<file path="config.mk">
export PLATFORM = sky130hd
export DESIGN_NAME = athos_fu_arbiter
export DESIGN_NICKNAME = d
export VERILOG_FILES = /design/src/rtl/athos_pkg.sv /design/src/rtl/athos_rr_arbiter.sv /design/src/rtl/athos_fu_arbiter.sv
export SDC_FILE = /design/constraint.sdc
export NUM_CORES = 1
export LEC_CHECK = 0
export ABC_AREA = 1
export BUFFER_PORTS_ARGS = -buffer_cell sky130_fd_sc_hd__buf_2
export CAP_MARGIN = 20
export CORE_UTILIZATION = 25
export CTS_CLUSTER_DIAMETER = 30
export CTS_CLUSTER_SIZE = 8
export DETAILED_ROUTE_END_ITERATION = 6
export PLACE_DENSITY = 0.48
export SYNTH_ARGS = -nofsm -noshare
export SYNTH_HDL_FRONTEND = slang
export SYNTH_SLANG_ARGS = --single-unit
</file>
<file path="constraint.sdc">
create_clock -name clk_i -period 2.5 [get_ports clk_i]
set_input_delay 0.375 -clock clk_i [delete_from_list [all_inputs] [get_ports clk_i]]
set_output_delay 0.375 -clock clk_i [all_outputs]
set_load 0.1 [all_outputs]
</file>
<file path="src/rtl/athos_pkg.sv">
// Shared ATHOS types: FU operand/result records and the FU arbiter state encoding.
package athos_pkg;

  typedef struct packed {
    logic [31:0] rs1;
    logic [31:0] rs2;
  } in_t;

  typedef struct packed {
    logic [31:0] rd1;
    logic [31:0] rd2;
  } out_t;

  typedef enum logic [1:0] {
    IDLE,
    EXEC,
    RESP
  } arb_state_e;

  // Wide enough for the largest supported FU latency (15).
  localparam int LAT_CNT_W = 4;

endpackage

</file>
<file path="src/rtl/athos_rr_arbiter.sv">
// Combinational round-robin picker: first requester after last_grant, wrapping modulo NUM_REQ.
module athos_rr_arbiter #(
  parameter  int NUM_REQ = 4,
  localparam int IDX_W   = $clog2(NUM_REQ)
) (
  input  logic [NUM_REQ-1:0] req,
  input  logic [IDX_W-1:0]   last_grant,
  output logic [NUM_REQ-1:0] grant,
  output logic [IDX_W-1:0]   grant_idx
);

  // One spare bit holds last_grant + i before the wrap.
  localparam int CW = IDX_W + 1;

  logic          found;
  logic [CW-1:0] cand;

  always_comb begin
    found     = 1'b0;
    grant_idx = '0;
    cand      = '0;
    for (int i = 1; i <= NUM_REQ; i++) begin
      cand = {1'b0, last_grant} + CW'(i);
      if (cand >= CW'(NUM_REQ)) cand = cand - CW'(NUM_REQ);
      if (!found && req[cand[IDX_W-1:0]]) begin
        found     = 1'b1;
        grant_idx = cand[IDX_W-1:0];
      end
    end
  end

  for (genvar gi = 0; gi < NUM_REQ; gi++) begin : g_grant
    assign grant[gi] = found && (grant_idx == IDX_W'(gi));
  end

endmodule

</file>
<file path="src/rtl/athos_fu_arbiter.sv">
// Shares one ATHOS FU among NUM_REQ requesters, one operation in flight at a time.
// Optional ATHOS_FU_ARB_STALL_CNT_EN adds a saturating 32-bit stall counter output.
module athos_fu_arbiter
  import athos_pkg::*;
#(
  parameter int NUM_REQ    = 4,
  parameter int FU_LATENCY = 1
) (
  input  logic               clk_i,
  input  logic               rst_i,
  input  logic [NUM_REQ-1:0] req_valid_i,
  output logic [NUM_REQ-1:0] req_ready_o,
  input  in_t  [NUM_REQ-1:0] req_data_i,
  output logic [NUM_REQ-1:0] rsp_valid_o,
  input  logic [NUM_REQ-1:0] rsp_ready_i,
  output out_t               rsp_data_o,
  output logic               fu_valid_o,
  output in_t                fu_in_o,
  input  out_t               fu_out_i,
  output logic               busy_o
`ifdef ATHOS_FU_ARB_STALL_CNT_EN
  ,
  output logic [31:0]        stall_cnt_o
`endif
);

  localparam int IDX_W = $clog2(NUM_REQ);

  arb_state_e           state_reg, state_next;
  logic [IDX_W-1:0]     owner_reg, last_grant_reg, grant_idx;
  logic [LAT_CNT_W-1:0] cnt_reg;
  in_t                  operand_reg;
  out_t                 result_reg;
  logic [NUM_REQ-1:0]   grant;
  logic                 any_req, accept;

  assign any_req = |req_valid_i;
  assign accept  = (state_reg == IDLE) && any_req;

  athos_rr_arbiter #(.NUM_REQ(NUM_REQ)) u_rr (
    .req        (req_valid_i),
    .last_grant (last_grant_reg),
    .grant      (grant),
    .grant_idx  (grant_idx)
  );

  always_ff @(posedge clk_i) begin
    if (rst_i) state_reg <= IDLE;
    else       state_reg <= state_next;
  end

  always_comb begin
    state_next = state_reg;
    unique case (state_reg)
      IDLE:    if (any_req) state_next = EXEC;
      EXEC:    if (cnt_reg == LAT_CNT_W'(1)) state_next = RESP;
      RESP:    if (rsp_ready_i[owner_reg]) state_next = IDLE;
      default: state_next = IDLE;
    endcase
  end

  // Grant is masked during reset so no handshake can complete on a reset edge.
  always_comb begin
    req_ready_o = '0;
    fu_valid_o  = 1'b0;
    fu_in_o     = '0;
    busy_o      = (state_reg != IDLE);
    if (state_reg == IDLE && !rst_i) req_ready_o = grant;
    if (state_reg == EXEC) begin
      fu_valid_o = 1'b1;
      fu_in_o    = operand_reg;
    end
  end

  for (genvar gi = 0; gi < NUM_REQ; gi++) begin : g_rsp
    assign rsp_valid_o[gi] = (state_reg == RESP) && (owner_reg == IDX_W'(gi));
  end

  assign rsp_data_o = result_reg;

  always_ff @(posedge clk_i) begin
    if (rst_i) begin
      operand_reg    <= '0;
      result_reg     <= '0;
      owner_reg      <= '0;
      last_grant_reg <= IDX_W'(NUM_REQ - 1);
      cnt_reg        <= '0;
    end else begin
      if (accept) begin
        operand_reg    <= req_data_i[grant_idx];
        owner_reg      <= grant_idx;
        last_grant_reg <= grant_idx;
        cnt_reg        <= LAT_CNT_W'(FU_LATENCY);
      end
      if (state_reg == EXEC) begin
        cnt_reg <= cnt_reg - LAT_CNT_W'(1);
        if (cnt_reg == LAT_CNT_W'(1)) result_reg <= fu_out_i;
      end
    end
  end

`ifdef ATHOS_FU_ARB_STALL_CNT_EN
  logic [31:0] stall_cnt_reg;

  always_ff @(posedge clk_i) begin
    if (rst_i) begin
      stall_cnt_reg <= '0;
    end else if (any_req && (req_ready_o == '0) && (stall_cnt_reg != 32'hFFFF_FFFF)) begin
      stall_cnt_reg <= stall_cnt_reg + 32'd1;
    end
  end

  assign stall_cnt_o = stall_cnt_reg;
`endif

endmodule
</file>
Word-level counts from Yosys, hierarchy flattened
Cells that the tools add are included.
Storage, ports and cells
  input bits: 330
  register bits after elaboration: 138
Cells by class
  $lt $le $gt $ge: 10
  reduce and logical (&&, ||, !) cells: 25
  $add $sub $neg: 9
  equality and inequality tests: 12
  mux-type cells: 33
Operator list (number)
  binary-select mux 64 bit (select 2 bit): 1
  2-to-1 mux 64 bit: 2
  2-to-1 mux 2 bit: 11
  < comparator 2 x 3 -> 1 bit, second input constant: 6
  logical AND 1 bit: 13
  >= comparator 3 bit, second input constant: 4
  2-to-1 mux 4 bit: 3
  binary-select mux 1 bit (select 2 bit): 5
  equality test 2 bit, second input constant: 5
  2-to-1 mux 1 bit: 10
  subtractor 2 x 1 -> 2 bit, second input constant: 4
  adder 2 x 2 -> 3 bit, second input constant: 2
  equality test 2 x 1 -> 1 bit, second input constant: 3
  zero test 2 bit: 3
  case mux 2 bit (3 select lines): 1
  equality test 4 x 1 -> 1 bit, second input constant: 1
  zero test 1 bit: 4
  inequality test 2 bit, second input constant: 2
  nonzero test 2 bit: 2
  OR reduction 4 bit: 1
  subtractor 4 x 1 -> 4 bit, second input constant: 1
  adder 2 x 1 -> 3 bit, second input constant: 1
  adder 2 x 3 -> 3 bit, second input constant: 1
  AND reduction 3 bit: 1
  other kinds (2): 2

Longest topological paths before layout
  depth in word-level cells: 18
  gate-level depth with buffers: 18
  gate-level depth less buffers: 15

Hierarchy
Synthesis repeated with hierarchy kept, for this count alone.
Second synthesis, totals
  cells, all modules: 1394
  area, all modules: 8044.0 um2
By module, submodules not included
  athos_fu_arbiter: times used 1, area each 7711.1 um2, cells an instance 1333
  athos_rr_arbiter: times used 1, area each 332.8 um2, cells an instance 61

Worst setup path before layout
No wires, ideal clock.
  kind: flip-flop to output port
  start: register last_grant_reg[0]
  end: output req_ready_o[0]
  data arrival time: 4243 ps
  slack: -2118 ps
  cell stages (with the launch flop): 15
  cell sequence: dfxtp_1 -> buf_6 -> inv_4 -> nand2_1 -> nand2_1 -> nand2_2 -> nand2_2 -> inv_1 -> nand3_1 -> nand2_1 -> nand2_2 -> nand2_2 -> buf_6 -> buf_4 -> nor4_1
Between the ends
  cells in the longest elaborated chain, start to end: 18
Ends and longest elaborated chain
  start, declared: line athos_fu_arbiter.sv:30  | logic [IDX_W-1:0] owner_reg, last_grant_reg, grant_idx;
  start signal, assigned: line athos_fu_arbiter.sv:86  | last_grant_reg <= IDX_W'(NUM_REQ - 1);
  start signal, assigned: line athos_fu_arbiter.sv:92  | last_grant_reg <= grant_idx;
  adder 2 x 1 -> 3 bit: line athos_rr_arbiter.sv:23  | cand = {1'b0, last_grant} + CW'(i);
  >= comparator 3 bit or subtractor 2 x 1 -> 2 bit (tied branches): line athos_rr_arbiter.sv:24  | if (cand >= CW'(NUM_REQ)) cand = cand - CW'(NUM_REQ);
  2-to-1 mux 2 bit: line athos_rr_arbiter.sv:24
  binary-select mux 1 bit (select 2 bit): line athos_rr_arbiter.sv:25  | if (!found && req[cand[IDX_W-1:0]]) begin
  2-to-1 mux 1 bit (implied by the code): line athos_rr_arbiter.sv:25
  2-to-1 mux 1 bit: line athos_rr_arbiter.sv:25
  zero test 1 bit: line athos_rr_arbiter.sv:25
  logical AND 1 bit: line athos_rr_arbiter.sv:25
  [2 not listed]
  logical AND 1 bit: line athos_rr_arbiter.sv:25
  2-to-1 mux 1 bit: line athos_rr_arbiter.sv:25
  zero test 1 bit: line athos_rr_arbiter.sv:25
  logical AND 1 bit: line athos_rr_arbiter.sv:25
  2-to-1 mux 2 bit: line athos_rr_arbiter.sv:25
  zero test 2 bit: line athos_rr_arbiter.sv:33  | assign grant[gi] = found && (grant_idx == IDX_W'(gi));
  logical AND 1 bit (*): line athos_rr_arbiter.sv:33
  2-to-1 mux 4 bit (*): line athos_fu_arbiter.sv:68  | if (state_reg == IDLE && !rst_i) req_ready_o = grant;
  end, declared: line athos_fu_arbiter.sv:12  | output logic [NUM_REQ-1:0] req_ready_o,
Every way passes the cells marked *; elsewhere a longest branch is shown, timed or not. The select of a mux whose other input is x is not followed.

Final worst setup path
Ends and elaborated chain as after synthesis.

==> summary.txt <==
Run status
  • Status: finished, final reports clean

Critical path
  • Register-to-register setup slack: 0.20 ns
  • Crit path launch type: flip-flop
  • Crit Path Category: reg2out
  • Arr. time, crit path: 2.12 ns
  • R2r worst-path depth: 15
  • Reg2reg end: operand_reg[37]
  • CP max FO: 8
  • Critical Path End Type: output port
  • CP Launch Point: last_grant_reg[0]
  • WP data required: 2.12 ns
  • R2r startpoint: last_grant_reg[0]

Synthesis
  • Ranking of synthesized cells by area: dfxtp_1 (31%), nand3_1 (18%), inv_1 (17%)
  • Ys Warns: 0
  • Net Count, Synth: 1909
  • Synth Flop Type: dfxtp_1
  • Most instantiated library cell after synthesis: inv_1
  • Number of synthesized flops with an enable pin: 0
  • Top cell type's share of synthesized area: 30.7%
  • Commonest cells post-synth: inv_1 (399), nand3_1 (327), nand2_1 (236)
  • Distinct cells, synth: 27
  • Register area share after synthesis: 30.7%
  • Seq cells post-synth: 138
  • Post-Syn Instances: 1577
  • Yosys top cell by area: dfxtp_1
  • Synthesized area: 8990 um2
  • Fraction of registers with async set/reset: 0%
  • Syn avg cell area: 5.70 um2

Floorplan
  • CORE AREA: 35500 um2
  • Starting Density: 25.3%
  • Die Area: 36700 um2
  • Die Wd: 192 um
  • Row count: 69
  • IO Count: 468
  • Die Y: 192 um

Timing
  • Final Setup Violations: 0
  • Max transition margin: 41.8%
  • Setup Skew: 0.00738 ns
  • RSZ-0062 raised after global routing: true
  • Setup TNS: 0 ns
  • Fin. Hold Viols: 0
  • Post-layout minimum cycle time: 2.49 ns
  • Period utilization: 99.8%
  • Hold Worst Slack: 0.159 ns
  • Fin. max-slew vios: 0
  • Slew @ Worst Pin: 0.873 ns
  • Worst setup margin: 0.00593 ns
  • Fmax: 0.401 GHz

Clock network
  • Worst-skew pair later-pin latency: 0.44 ns
  • Longest Clk Path Bufs: 2
  • CTS Buf Count: 17
  • CTS sink count: 138
  • CTS tree: yes
  • Clock Tree Root: clkbuf_16
  • Clock Pin Slew Worst Setup and Hold Paths: 0.06 ns
  • H-tree levels: 4

GRT
  • Pin count of the biggest net entering global routing: 129
  • Overall routing resource usage: 19.4%
  • Gr ovfl total: 0
  • Vias in the first global route: 10200
  • Initial antenna violation count: 4
  • First-pass GRT wire length: 55000 um

Hold path
  • Worst hold path startpoint: fu_out_i[60]
  • Hold Path Cell Cnt: 3
  • Hold endpoint: rsp_data_o[60]
  • Class of the worst hold path: in2reg

Routing
  • Drt initial violations: 615
  • Routed length per placed instance: 14.9 um
  • DR pass1 iterations: 5
  • Vias: 11100
  • DRC: 0
  • Drt total wl: 37000 um
  • DRT antenna net count: 0
  • Via-per-instance ratio: 4.49

Cells and area
  • Area Growth Syn to Fin: 47.4%
  • Fin nets: 2333
  • Layout cell share with drive strength beyond 1: 32.3%
  • Fin util: 37.4%

Power
  • Final Power: 18.2 mW
  • Static Leak: 7.80 nW
  • Power Dens Cells: 1370 nW/um2
  • VDD IR max: 0.669 mV

Placement
  • Placer Congestion: 0.867
  • Hpwl dp: 26800 um
  • Number of buffers added on ports: 467
  • Pre-CTS WS: 0.156 ns

Job
  • Number of max-cap violations: 0
## worst max-delay path: stages, from the launching register on
cell     delay (ns)
dfxtp_4        0.38
inv_6          0.10
nand2_1        0.07
nand2_1        0.11
nand2_1        0.06
nand2_1        0.09
o21ai_1        0.11
nand2_4        0.13
nand2_8        0.09
nor4_4         0.33
buf_12         0.22
## per-stage QoR
stage | cells | cell area, um2
2_1_floorplan | 1577 | 9560
3_5_place_dp | 2432 | 12300
5_1_grt | 2476 | 13300
6_report | 2476 | 13300
4_1_cts | 2472 | 13100
3_3_place_gp | 2432 | 12300
## timing repair
action / CTS / global route
gates resized for setup: 30 / 57
hold buffers: 0 / 0
setup endpoints to repair: 19 / 41
buffers inserted: 8 / 2
gates cloned: 1 / 0
pin swaps: 8 / 2
hold endpoints to repair: 0 / 0
## metal layers
layer	wire length (um)	track usage, %
met2	17700	32.9
met3	2750	4.92
met1	15800	23.6
met4	779	7.17
met5	23	0
## cell families (layout without fill, tap and decap cells)
family | Yosys count | after routing | share of synthesized area (%)
simple gates | 782 | 782 | 37.8
buf+inv | 511 | 947 | 23.1
compound gates | 143 | 143 | 8.08
flops | 138 | 138 | 30.7
fa+ha+maj | 2 | 2 | 0.278
xor+xnor | 1 | 1 | 0.0974
other cells | 0 | 2 | 0
## how the worst max path moves through the flow
stage                            endpoint  cells past startpoint
after global routing       req_ready_o[3]                     11
after floorplan            rsp_valid_o[2]                      2
after global placement     operand_reg[0]                     16
after CTS                  req_ready_o[0]                     13
final                      req_ready_o[0]                     10
after detailed placement  operand_reg[32]                     14
## area by class of cell
class / count / area, um2
diodes: 2 / 5.00
clock buffers: 20 / 447
clock inverters: 11 / 124
fillers: 4007 / 22200
inverters: 404 / 1540
multi-input cells: 928 / 4800
flip-flops and latches: 138 / 2770
well taps: 461 / 577
repair buffers: 512 / 2990
## where the power goes
group	total, mW	leakage [nW]	internal [mW]	switching, mW
clock network	2.50	0.272	1.49	1.01
registers	3.13	1.14	2.89	0.245
logic	12.6	6.39	3.59	8.99
total	18.2	7.80	7.96	10.2
## cell usage in the layout, fill, tap and decap left out, drive strengths merged, types with 8 or more instances in the layout
master | netlist | layout
dfxtp | 138 | 138
inv | 404 | 404
o21ai | 67 | 67
a21oi | 71 | 71
buf | 59 | 476
nand3 | 327 | 327
nand2 | 241 | 241
nor2 | 200 | 200
clkbuf | 48 | 55
nor3 | 8 | 8
(Power assumes the default switching activity.)
